File: src/rtl/sample_pattern_sequencer.sv
// sample_pattern_sequencer: walks an N-bit counter from a seed for len steps.
// For each step it emits the raw value, its ones complement, its twos complement,
// or all three in turn (mode 3). Words leave through a valid/ready port.
//
// Handshake: a word transfers on any rising edge where tx_valid && tx_ready.
// Once tx_valid is high, tx_data and tx_valid hold until that transfer happens.
// tx_ready has no effect while tx_valid is low. All outputs come straight from
// flops, so there is no combinational path from tx_ready to tx_data or tx_valid.
module sample_pattern_sequencer #(
    parameter int N  = 8,
    parameter int LW = 8
) (
    input  logic          clk,
    input  logic          rst,
    input  logic          start,
    input  logic [1:0]    mode,
    input  logic [N-1:0]  seed,
    input  logic [LW-1:0] len,
    output logic [N-1:0]  tx_data,
    output logic          tx_valid,
    input  logic          tx_ready,
    output logic          busy,
    output logic          done,
    output logic [1:0]    dbg_state
);

    typedef enum logic [1:0] {
        IDLE = 2'd0,
        EMIT = 2'd1,
        DONE = 2'd2
    } state_e;

    typedef enum logic [1:0] {
        PH_RAW  = 2'd0,
        PH_ONES = 2'd1,
        PH_TWOS = 2'd2
    } phase_e;

    state_e        state_q, state_d;
    phase_e        phase_q, phase_d;
    logic [1:0]    mode_q, mode_d;
    logic [N-1:0]  cnt_q, cnt_d;
    logic [LW-1:0] rem_q, rem_d;
    logic [N-1:0]  tx_data_q, tx_data_d;
    logic          tx_valid_q, tx_valid_d;
    logic          busy_q, busy_d;
    logic          done_q, done_d;

    logic          hs;
    logic          step;
    logic          last;

    // Word for a counter value in a given phase; twos complement drops the carry.
    function automatic logic [N-1:0] word_of(input logic [N-1:0] c, input phase_e ph);
        logic [N-1:0] inv;
        inv = ~c;
        case (ph)
            PH_ONES: word_of = inv;
            PH_TWOS: word_of = inv + N'(1);
            default: word_of = c;
        endcase
    endfunction

    // Next-state, counter/phase bookkeeping and registered-output values.
    always_comb begin
        state_d = state_q;
        phase_d = phase_q;
        mode_d  = mode_q;
        cnt_d   = cnt_q;
        rem_d   = rem_q;
        hs      = 1'b0;
        step    = (mode_q != 2'd3) || (phase_q == PH_TWOS);
        last    = step && (rem_q == LW'(1));

        case (state_q)
            IDLE: begin
                if (start) begin
                    mode_d = mode;
                    cnt_d  = seed;
                    rem_d  = len;
                    case (mode)
                        2'd1:    phase_d = PH_ONES;
                        2'd2:    phase_d = PH_TWOS;
                        default: phase_d = PH_RAW;
                    endcase
                    state_d = (len == '0) ? DONE : EMIT;
                end
            end
            EMIT: begin
                hs = tx_valid_q && tx_ready;
                if (hs) begin
                    if (step) begin
                        cnt_d = cnt_q + N'(1);
                        rem_d = rem_q - LW'(1);
                        if (mode_q == 2'd3) begin
                            phase_d = PH_RAW;
                        end
                    end else begin
                        phase_d = (phase_q == PH_RAW) ? PH_ONES : PH_TWOS;
                    end
                    if (last) begin
                        state_d = DONE;
                    end
                end
            end
            DONE: begin
                state_d = IDLE;
            end
            default: begin
                state_d = IDLE;
            end
        endcase

        tx_valid_d = (state_d == EMIT);
        busy_d     = (state_d == EMIT);
        done_d     = (state_d == DONE);
        tx_data_d  = (state_d == EMIT) ? word_of(cnt_d, phase_d) : '0;
    end

    // State and output registers; reset wins over everything and drops any word in flight.
    always_ff @(posedge clk) begin
        if (rst) begin
            state_q    <= IDLE;
            phase_q    <= PH_RAW;
            mode_q     <= 2'd0;
            cnt_q      <= '0;
            rem_q      <= '0;
            tx_data_q  <= '0;
            tx_valid_q <= 1'b0;
            busy_q     <= 1'b0;
            done_q     <= 1'b0;
        end else begin
            state_q    <= state_d;
            phase_q    <= phase_d;
            mode_q     <= mode_d;
            cnt_q      <= cnt_d;
            rem_q      <= rem_d;
            tx_data_q  <= tx_data_d;
            tx_valid_q <= tx_valid_d;
            busy_q     <= busy_d;
            done_q     <= done_d;
        end
    end

    assign tx_data   = tx_data_q;
    assign tx_valid  = tx_valid_q;
    assign busy      = busy_q;
    assign done      = done_q;
    assign dbg_state = state_q;

endmodule
File: config.mk
export PLATFORM = sky130hd
export DESIGN_NAME = sample_pattern_sequencer
export DESIGN_NICKNAME = d
export VERILOG_FILES = /design/src/rtl/sample_pattern_sequencer.sv
export SDC_FILE = /design/constraint.sdc
export NUM_CORES = 1
export LEC_CHECK = 0
export ABC_AREA = 1
export CAP_MARGIN = 0
export CORE_ASPECT_RATIO = 0.75
export CORE_MARGIN = 3
export CORE_UTILIZATION = 51
export CTS_CLUSTER_DIAMETER = 120
export DETAILED_ROUTE_END_ITERATION = 16
export PLACE_DENSITY = 0.77
export SYNTH_ARGS = -nofsm -noshare
export SYNTH_HDL_FRONTEND = slang
export SYNTH_SLANG_ARGS = --single-unit
File: constraint.sdc
create_clock -name clk -period 5.7 [get_ports clk]
set_input_delay 1.14 -clock clk [delete_from_list [all_inputs] [get_ports clk]]
set_output_delay 1.14 -clock clk [all_outputs]
set_load 0.02 [all_outputs]
==> impl_metrics.env <==
export IMPL_crit_path_end_kind="register"
export IMPL_p_per_area_nw_per_um2=248
export IMPL_hp_start="rem_q[4]"
export IMPL_path_cells="clkdlybuf4s50_1, inv_1, nor3_2, buf_4, inv_2, nor2_1, nand2_1, o21ai_0, inv_1, nand2_1, inv_1, ha_1, nor2_1, nor2_1, a21boi_0, a211oi_1"
export IMPL_crit_type="in2reg"
export IMPL_wl_met3_um=483
export IMPL_max_freq_mhz=294
export IMPL_routed_wl_mm=5.42
export IMPL_finalSetupTns_ns=0
export IMPL_die_w_um=78.0
export IMPL_yosys_warnings=0
export IMPL_finalSetupViolations=0
export IMPL_cts_tree="done"
export IMPL_r2r_start="dbg_state[1]"
export IMPL_design_die_area_um2=4680
export IMPL_power_frac_comb_pct=28.2
export IMPL_cts_root_buf="clkbuf_8"
export IMPL_routabilityCongestion=0.880
export IMPL_grt_pass1_vias=1756
export IMPL_drtIter0Drc=214
export IMPL_start_util_pct=56.7
export IMPL_arrival_ns=3.60
export IMPL_firstDrtPassIters=6
export IMPL_post_cts_resized=0
export IMPL_rows=18
export IMPL_wl_met2_mm=2.04
export IMPL_htree_levels=2
export IMPL_track_usage_pct=24.0
export IMPL_drive_gt1_share_pct=8.21
export IMPL_grt_pass1_wl_mm=8.60
export IMPL_cts_sinks=32
export IMPL_cp_max_fo=12
export IMPL_synth_cell_types=34
export IMPL_synth_top_area_cell="dfxtp_1"
export IMPL_fin_crit_ns=3.40
export IMPL_whs_ns=0.496
export IMPL_irDropWorstVdd_mv=0.166
export IMPL_die_h_um=60.0
export IMPL_post_cts_setup_buffers=0
export IMPL_seqPwrFrac_pct=41.7
export IMPL_viasPerCell=5.42
export IMPL_cp_required_ns=5.90
export IMPL_syn_area_um2=1980
export IMPL_highest_layer="met4"
export IMPL_clock_latency_ns=0.29
export IMPL_maxSlewViolCount=0
export IMPL_synth_top_flop_cell="dfxtp_1"
export IMPL_synthesis_nets=334
export IMPL_diodes=0
export IMPL_synth_edf_count=0
export IMPL_hold_buffers=0
export IMPL_p_sw_w=0.000204
export IMPL_p_int_w=0.000402
export IMPL_p_leak_nw=1.05
export IMPL_grt_max_degree=19
export IMPL_min_path_cells=2
export IMPL_min_to="rem_q[4]"
export IMPL_worstSetupStartpointType="primary input"
export IMPL_io_buffers=34
export IMPL_synth_top_cell_area_share_pct=32.3
export IMPL_hp_class="reg2reg"
export IMPL_async_flop_share_pct=0
export IMPL_pin_count=35
export IMPL_syn_area_per_cell_um2=6.47
export IMPL_maxCapViolations=0
export IMPL_r2r_slack_ns=3.20
export IMPL_cts_buffer_depth=2
export IMPL_finalClockSkew_ns=0.00278
export IMPL_min_period_over_period_pct=59.6
export IMPL_num_vias=2120
export IMPL_synthToLayoutAreaGrowth_pct=23.3
export IMPL_drtAntennaViolNets=0
export IMPL_synth_area_leaders="dfxtp_1 (32%), nand2_1 (11%), nor2_1 (8.9%)"
export IMPL_antenna_found_initial=0
export IMPL_drt_met1_wl_mm=2.84
export IMPL_status="finished clean"
export IMPL_switching_share_pct=33.6
export IMPL_cts_buffers=5
export IMPL_ff2ff_path_depth=11
export IMPL_slowest_stage="clkdlybuf4s50_1"
export IMPL_drcViolationCount=0
export IMPL_final_hold_violation_count=0
export IMPL_worst_pin_slew_ns=0.725
export IMPL_max_stage_delay_ns=0.48
export IMPL_r2r_end="tx_data[3]"
export IMPL_dp_hpwl_mm=4.01
export IMPL_coreArea_um2=3490
export IMPL_clkTransAtPathRegs_ns=0.07
export IMPL_ys_ff_latch=32
export IMPL_grt_ovfl_total=0
export IMPL_pwr_share_clk_pct=30.1
export IMPL_wl_per_cell_um=13.8
export IMPL_slew_headroom_pct=51.5
export IMPL_ys_seq_area_share_pct=32.3
export IMPL_synthCells=306
export IMPL_rsz0062_at_grt="no"
export IMPL_nNetsFinal=368
## how the worst max path moves through the flow
stage	start	endpoint	slack (ns)	cells after the start
floorplan	start	tx_data[3]	2.86	14
global placement	start	tx_data[3]	2.13	16
detailed placement	start	tx_data[3]	2.06	16
CTS	start	tx_data[3]	2.31	16
global route	start	tx_data[4]	2.02	17
finish	start	tx_data[3]	2.30	16
## cells in the mapped netlist (4+ instances only)
library cell and instances:
dfxtp_1 32, o21ai_0 17, nand2_1 60, a211oi_1 4
inv_2 5, a22oi_1 6, inv_1 39, a21oi_1 15
nand2_2 4, nor3_1 6, a31oi_1 5, ha_1 6
nor2_1 47, nand4_1 5, nand3_1 20
## area by class of cell
cell class / instances / area [um2]
clock buffers: 6 / 82.6
clock inverters: 2 / 10.0
multi-input cells: 220 / 1120
inverters: 46 / 174
repair buffers: 35 / 348
fillers: 299 / 1050
flip-flops and latches: 32 / 641
well taps: 50 / 62.6
## critical path: cells and delay by family
kind / cells / cell delay, ns
buffers and inverters: 6 / 0.95
AND/OR/NAND/NOR: 6 / 0.77
AO/OA/AOI/OAI: 3 / 0.38
adder cells (fa/ha/maj): 1 / 0.35
## per-stage QoR
| stage | setup WS [ns] | utilization (%) | instance area, um2 | power [W] | cells |
|---|---|---|---|---|---|
| detailed placement | 2.06 | 67.3 | 2350 | 0.000423 | 383 |
| global route | 2.02 | 70.0 | 2440 | 0.000633 | 391 |
| finish | 2.30 | 70.0 | 2440 | 0.000605 | 391 |
| floorplan | 2.86 | - | 1980 | 0.000367 | 306 |
| CTS | 2.31 | 70.0 | 2440 | 0.000602 | 391 |
| global placement | 2.13 | 67.3 | 2350 | 0.000421 | 383 |
## per-layer routing
metal / track usage [%] / vias to the layer above
met1: 37.1 / 956
li1: - / 1067
met4: 5.99 / 0
met2: 32.4 / 89
met5: 0 / -
met3: 6.17 / 8
## power groups by stage
stage | Clock, W | Sequential, W | Combinational, W
final | 0.000182 | 0.000252 | 0.000171
after global routing | 0.000192 | 0.000254 | 0.000187
after CTS | 0.000182 | 0.000252 | 0.000168
after detailed placement | 0 | 0.000257 | 0.000166
after global placement | 0 | 0.000256 | 0.000165
after floorplan | 0 | 0.000261 | 0.000107
## state kept, by name, summed over array words and instances (netlist names)
name / cells
busy: 1
cnt_q: 8
dbg_state: 2
done: 1
mode_q: 2
phase_q: 2
rem_q: 8
tx_data: 8
## cell families after synthesis
| logic type | Yosys count | synth area share, % |
|---|---|---|
| AOI/OAI and AO/OA | 58 | 17.3 |
| DFF | 32 | 32.3 |
| and+or+nand+nor | 153 | 34.4 |
| xor gates and xnor gates | 3 | 1.33 |
| adders and majority gates | 6 | 3.79 |
| buffers and inverters | 54 | 10.9 |
## cell usage in the layout, fill, tap and decap left out, drive strengths merged, types with 3 or more instances in the layout
cell type      count
clkbuf             6
clkinv             4
clkdlybuf4s50     34
nor3               7
nand2             65
a31oi              5
a21oi             16
dfxtp             32
inv               44
nor2              52
o21ai             20
a211oi             4
a22oi              6
nand4              5
nand3             21
ha                 6
o211ai             3
(Power assumes the default switching activity.)
